**src/rtl/serial_add_arbiter.sv**
```systemverilog
// Round-robin front end for one shared bit-serial adder.
// Grants one requester per operation and returns its tagged sum.
module serial_add_arbiter #(
   parameter int NREQ    = 4,
   parameter int W       = 8,
   parameter int ADD_LAT = 10
) (
   input  logic              clk,
   input  logic              rst,
   input  logic [NREQ-1:0]   req,
   input  logic [NREQ*W-1:0] req_a,
   input  logic [NREQ*W-1:0] req_b,
   output logic [NREQ-1:0]   gnt,
   output logic              rsp_valid,
   output logic [1:0]        rsp_id,
   output logic [W-1:0]      rsp_sum,
   output logic              busy,
   output logic              add_en,
   output logic [W-1:0]      add_a,
   output logic [W-1:0]      add_b,
   input  logic [W-1:0]      add_out
);

   localparam int CW = $clog2(ADD_LAT) + 1;
   localparam logic [CW-1:0] LAST = CW'(ADD_LAT - 1);
   localparam logic [1:0] TOP = 2'(NREQ - 1);
   localparam logic [NREQ-1:0] ONE = NREQ'(1);

   typedef enum logic [1:0] {IDLE, ISSUE, WAIT, RESP} state_t;

   state_t        state;
   logic [1:0]    rr_ptr;
   logic [1:0]    cur_id;
   logic [CW-1:0] wait_cnt;

   logic          found;
   logic [1:0]    win;
   logic [1:0]    idx;

   // First set request at or above rr_ptr, wrapping at NREQ-1.
   always_comb begin
      found = 1'b0;
      win   = rr_ptr;
      idx   = 2'd0;
      for (int k = 0; k < NREQ; k++) begin
         idx = 2'((int'(rr_ptr) + k) % NREQ);
         if (!found && req[idx]) begin
            found = 1'b1;
            win   = idx;
         end
      end
   end

   always_ff @(posedge clk or posedge rst) begin
      if (rst) begin
         state     <= IDLE;
         rr_ptr    <= '0;
         cur_id    <= '0;
         wait_cnt  <= '0;
         gnt       <= '0;
         rsp_valid <= 1'b0;
         rsp_id    <= '0;
         rsp_sum   <= '0;
         busy      <= 1'b0;
         add_en    <= 1'b0;
         add_a     <= '0;
         add_b     <= '0;
      end else begin
         unique case (state)
            IDLE: begin
               if (found) begin
                  add_a  <= req_a[win*W +: W];
                  add_b  <= req_b[win*W +: W];
                  cur_id <= win;
                  gnt    <= ONE << win;
                  add_en <= 1'b1;
                  busy   <= 1'b1;
                  state  <= ISSUE;
               end
            end
            ISSUE: begin
               gnt      <= '0;
               add_en   <= 1'b0;
               wait_cnt <= '0;
               state    <= WAIT;
            end
            WAIT: begin
               // Terminal count lands on the edge ending cycle E+ADD_LAT.
               if (wait_cnt == LAST) begin
                  rsp_sum   <= add_out;
                  rsp_id    <= cur_id;
                  rsp_valid <= 1'b1;
                  state     <= RESP;
               end else begin
                  wait_cnt <= wait_cnt + 1'b1;
               end
            end
            RESP: begin
               rsp_valid <= 1'b0;
               busy      <= 1'b0;
               rr_ptr    <= (cur_id == TOP) ? 2'd0 : cur_id + 2'd1;
               state     <= IDLE;
            end
            default: state <= IDLE;
         endcase
      end
   end

endmodule

```
**config.mk**
```make
export PLATFORM = sky130hd
export DESIGN_NAME = serial_add_arbiter
export DESIGN_NICKNAME = d
export VERILOG_FILES = /design/src/rtl/serial_add_arbiter.sv
export SDC_FILE = /design/constraint.sdc
export NUM_CORES = 1
export LEC_CHECK = 0
export ABC_AREA = 1
export BUFFER_PORTS_ARGS = -buffer_cell sky130_fd_sc_hd__buf_2
export CELL_PAD_IN_SITES_DETAIL_PLACEMENT = 0
export CELL_PAD_IN_SITES_GLOBAL_PLACEMENT = 2
export CORE_ASPECT_RATIO = 1.75
export CORE_MARGIN = 2
export CORE_UTILIZATION = 26
export CTS_CLUSTER_DIAMETER = 40
export CTS_CLUSTER_SIZE = 28
export DETAILED_ROUTE_END_ITERATION = 8
export MAX_ROUTING_LAYER = met4
export PLACE_DENSITY_LB_ADDON = 0.2
export SYNTH_ARGS = -nofsm -noshare
export SYNTH_HDL_FRONTEND = slang
export SYNTH_SLANG_ARGS = --single-unit
```
**constraint.sdc**
```tcl
create_clock -name clk -period 2.15 [get_ports clk]
set_input_delay 0.1075 -clock clk [delete_from_list [all_inputs] [get_ports clk]]
set_output_delay 0.1075 -clock clk [all_outputs]
set_load 0.02 [all_outputs]
```
---- Word-level counts from Yosys, hierarchy flattened ----
Index checks and enable logic that the tools add are counted.
Widths: inputs -> output; s select.
operators by class
  $lt $le $gt $ge ......................... 4
  shift-type cells ........................ 3
  add/subtract/negate cells ............... 5
  reduce and logical (&&, ||, !) cells .... 18
  mux-type cells .......................... 28
  equal/unequal tests ..................... 8
operators with widths
  kind                 count
  $shiftx 32x6->8      2
  $reduce_and 2->1     7
  $lt 2x3->1 const B   4
  $mux 2               6
  $mux 1               10
  $pmux 5 s2           1
  $bmux 1 s2           4
  $pmux 2 s4           1
  $pmux 4 s2           1
  $reduce_bool 2->1    4
  $eq 2x2->1 const B   3
  $ne 2x2->1 const B   3
  $pmux 1 s2           3
  $add 5x1->5 const B  1
  $eq 5x4->1 const B   1
  $mux 5               1
  $add 2x1->2 const B  2
  $add 2x2->2 const B  2
  $mux 4               1
  $shl 1x2->4 const A  1
  $logic_and 1x1->1    3
  $logic_not 1->1      3
  $eq 2x1->1 const B   1
  $logic_not 2->1      1
storage, ports and cells
  output and inout bits ................... 33
  input bits .............................. 78
  logic and storage cells ................. 78
  register bits ........................... 44

---- Longest topological paths before layout ----
  depth in word-level cells ............... 15
  mapped depth ............................ 17
  mapped depth without buffers ............ 15

---- Worst setup path after synthesis ----
No wires, ideal clock.
  path type ............................... flip-flop to flip-flop
  from .................................... register rr_ptr[1]
  to ...................................... register add_b[0]
  setup slack ............................. 371 ps
  setup time .............................. 117 ps
  buffers on the path ..................... 2
  data required time ...................... 2033 ps
  period minus slack after synthesis ...... 1779 ps
  cell stages (with the launch flop) ...... 17
  arrival ................................. 1662 ps
  cell sequence ........................... dfrtp_1 > buf_2 > inv_4 > nand2_1 > nand2_1 > nand2_1 > nand2_2 > nand2_1 > nand2_1 > nand3_1 > nand3_1 > nand2_2 > buf_6 > nand2_1 > nand2_1 > nand2_1 > nand2_1
on the way
  longest elaborated chain between the ends .. 13
  elaborated cells between the ends (all ways) .. 26
  classes of those cells .................. add/sub: 3; shift: 1; mux: 15; reduce/logical: 7
RTL lines
  element                                                               line  text
  from (decl)                                                           32    logic [1:0] rr_ptr;
  from (signal assigned)                                                101   rr_ptr <= (cur_id == TOP) ? 2'd0 : cur_id + 2'd1;
  parallel branches: the longest is 13 deep, another holds $add 2x1->2  n/a
  to (signal assigned)                                                  73    add_b <= req_b[win*W +: W];
  to (decl)                                                             20    output logic [W-1:0] add_b,
Parallel ways; which one is timed is not known. The select of a mux whose other input is x is not followed.
A chain may end at the register's enable or synchronous reset.

---- Final worst setup path ----
  from .................................... register rr_ptr[0]
  to ...................................... register add_a[5]
on the way
  longest elaborated chain between the ends .. 13
  elaborated cells between the ends (all ways) .. 26
  classes of those cells .................. add/sub: 3; shift: 1; mux: 15; reduce/logical: 7
RTL lines
  element                                                               line  text
  parallel branches: the longest is 13 deep, another holds $add 2x1->2  n/a
  to (signal assigned)                                                  72    add_a <= req_a[win*W +: W];
  to (decl)                                                             19    output logic [W-1:0] add_a,
Parallel ways; which one is timed is not known. The select of a mux whose other input is x is not followed.

==> key figures <==
Critical path
  • Crit path max-delay cell type: dfrtp_1
  • Buf+Inv Stages, Crit Path: 3
  • Cells along the critical path: buf_6 > buf_4 > nand2_1 > nand3_1 > nand2_1 > nor2_4 > nand4_1 > buf_4 > nand3_1 > nand2_1 > nand2_1 > nand2_1 > nand2_1 > nand2_1
  • FF-to-FF End: add_a[5]
  • Critical Path RT: roughly 2300 ps
  • CP delay by family, top: simple AND/OR/NAND/NOR gates
  • Crit-path max cell delay: 400 ps
  • Cell count along the critical path: 14
  • Most frequent CP cell: nand2_1
  • Critical Path AT: 2150 ps
  • R2r startpoint: rr_ptr[0]
  • Worst-path maximum fanout: 32
  • Worst Setup End Kind: flop
  • Setup slack, reg-to-reg: 190 ps
  • Critical path class: reg -> reg
  • Type of origin of the critical path: flop
  • FF-to-FF path depth: 14

Synthesis
  • Fraction of the yosys area taken by sequential cells: 0.369
  • Post-synthesis xor/xnor area fraction: 0.00293
  • Mapped Avg Cell Area: 6.65 µm²
  • FF+latch count, synth: 44
  • Top cell type's share of synthesized area: 0.369
  • Simple-Gate Fraction of Synth Area: 0.467
  • Multiplexer share of the synthesized area: 0
  • Yosys warns: 0
  • Netlist cell types: 30
  • Syn Std Cell Area: 2990 µm²
  • Post-synth top area cell: dfrtp_1
  • Synth Area in Compound Gates: 0.0415
  • Adder-cell share of the synthesized area: 0.0335
  • Top cells by area, synth: dfrtp_1, nand2_1, nand3_1
  • Post-Syn Instances: 449
  • Mapped Nets: approximately 540
  • Largest family of logic cells by synthesized area: simple AND/OR/NAND/NOR gates

Pwr
  • Power Dens Cells: 1850 nW/µm²
  • Sequential Power Share: 0.204
  • P_leak: 2.30 nW
  • Internal: 0.00349 W
  • Tot Pwr: 0.00731 W
  • Sw Ratio: 0.523
  • Net Sw Power: 0.00382 W
  • Peak VDD IR: 1080 µV
  • Comb power frac: 0.676
  • Clock power share: 0.119

STA
  • Hold Vio Cnt, Final: 0
  • Crit share post-route: 0.913
  • Min Tclk post-route: between 1500 and 2000 ps
  • Clk_skew: approximately 4.2 ps
  • Relative slew slack: 0.606
  • Slew Limit Fails: 0
  • Worst Setup Slack, final: 188 ps
  • Fmax: 0.510 GHz
  • Worst Max-Slew Pin Slew: 584 ps
  • Final setup violation count: 0

Hold path
  • Worst hold path type: in -> reg
  • Hold depth: 3
  • Hold Path Sink: rsp_sum[0]
  • Worst hold start: add_out[0]

Global route
  • Vias in the first global route: 3134
  • GRT Total Usage: 0.162
  • Congestion Overflow GR: 0
  • First-pass GRT wire length: 15600 µm
  • Initial antenna violation count: 0
  • Pin count of the biggest net entering global routing: 34

Route
  • 1st-pass router iterations: 5
  • Wire length per cell: 14.3 µm
  • Detailed-route vias per instance: 4.63
  • DRC: 0
  • 1st-iter DRT viols: 135
  • Drt total wl: 9900 µm
  • Final ANT Viol Nets: 0
  • Vias: roughly 3200

Clock tree
  • Clock Tree Root: clkbuf_16
  • Clock Path Buffers: 2
  • Clock transition at path regs: 60 ps
  • Clk sink count: 44
  • Num CTS Buffers: 5
  • H-tree Lvls: 2
  • TritonCTS clock tree: yes
  • Clk_lat worst skew: 290 ps

Die
  • Die ar.: 12400 µm²
  • I/O pin cnt: 111
  • Chip Width: 85 µm
  • Site Rows: 51
  • Core area: 11200 µm²
  • Die Ht: 146 µm
  • Starting Density: 0.267

Run
  • Max Cap Viol: 0

Finish
  • Layout Utilization: 0.353
  • Most frequent cells in the layout: nand2_1, buf_2, nand3_1, dfrtp_1, inv_1
  • Area Growth Syn to Fin: 32.2%
  • Antenna Cells: 0
  • Commonest non-fill, non-tap cell in the layout: nand2_1
  • Fin nets: 647
  • Layout cells sized above 1: 0.279
  • Filler cell count: 1214

Outcome
  • Status: complete, no violations

Place
  • RePlAce Congestion: about 0.8
  • PortBufs: 110
  • Place WS: 116 ps
  • Placed wire-length estimate: roughly 7400 µm
[logic make-up (layout without fill, tap and decap cells)]
group | after synthesis | after routing
simple gates | 323 | 324
flops | 44 | 44
fa+ha+maj | 8 | 8
compound gates | 22 | 22
xor+xnor | 1 | 1
buf+inv | 51 | 163
[metrics by stage]
stage          area [µm²]  TNS (ps)  hold slack, ps  instances
2_1_floorplan        2990         0             224        449
3_3_place_gp         3680         0           -8.25        680
3_5_place_dp         3680         0           -7.62        680
4_1_cts              3860         0            1.45        689
5_1_grt              3950    -0.504            11.9        694
6_report             3950         0            11.7        694
[synth_stat cells (all sizes together)]
| cell | n |
|---|---|
| nor2 | 6 |
| nand4 | 4 |
| clkinv | 1 |
| inv | 27 |
| o31ai | 1 |
| nor3 | 2 |
| clkbuf | 3 |
| o21ai | 9 |
| buf | 20 |
| nand3 | 82 |
| nor3b | 1 |
| ha | 8 |
| dfrtp | 44 |
| nand2 | 227 |
| o22ai | 6 |
| a2bb2oi | 1 |
| a21oi | 5 |
| and3 | 1 |
| xor2 | 1 |
[power groups by stage]
| stage | clock (W) | sequential (W) | combinational (W) |
|---|---|---|---|
| 4_1_cts | 0.000905 | 0.00149 | 0.00473 |
| 6_report | 0.000873 | 0.00149 | 0.00494 |
| 3_5_place_dp | 0 | 0.00149 | 0.00471 |
| 5_1_grt | 0.000946 | 0.00154 | 0.00563 |
| 2_1_floorplan | 0 | 0.00177 | 0.00320 |
| 3_3_place_gp | 0 | 0.00150 | 0.00472 |
[registers in the layout, indices dropped and copies added (netlist names)]
| name | flops |
|---|---|
| rsp_valid | 1 |
| rsp_id | 2 |
| add_a | 8 |
| busy | 1 |
| wait_cnt | 5 |
| state | 2 |
| rr_ptr | 2 |
| add_b | 8 |
| cur_id | 2 |
| gnt | 4 |
| add_en | 1 |
| rsp_sum | 8 |
[final cells by class]
cell class / instances / area, µm² / share of cell area
Inverter: 28 / 110 / 0.0279
Sequential cell: 44 / 1100 / 0.279
Multi-Input combinational cell: 355 / 1660 / 0.421
Clock inverter: 3 / 42.5 / 0.0108
Timing Repair Buffer: 127 / 739 / 0.187
Clock buffer: 5 / 125 / 0.0317
Tap cell: 132 / 165 / 0.0419
[routing by layer]
metal	share of wire	routed length (µm)	GRT usage	vias to the layer above
met5	0	0	-	-
met4	0.018	178	0.0579	0
met3	0.048	480	0.0261	9
met2	0.50	4980	0.262	100
li1	-	-	-	1657
met1	0.43	4270	0.204	1445
[worst max-delay path by stage]
stage / slack [ps] / startpoint / to
global placement: 150 / rr_ptr[0] / add_b[0]
global route: -0.3 / rr_ptr[0] / add_b[0]
floorplan: 370 / rr_ptr[1] / add_b[0]
finish: 190 / rr_ptr[0] / add_a[5]
CTS: 100 / rr_ptr[1] / add_a[7]
detailed placement: 120 / rr_ptr[1] / add_b[0]
[what timing repair did]
| item | CTS | global route |
|---|---|---|
| gates resized for setup | 0 | 10 |
| hold buffers | 1 | 0 |
| hold endpoints to repair | 44 | 0 |
| setup endpoints to repair | 0 | 22 |
| setup buffers | 0 | 3 |
[tightest hold or removal path, cell delays in order]
cell and delay [ps]:
buf_2 80, nand2_1 40, nand2_1 50
Power figures use the tool's default switching activity.
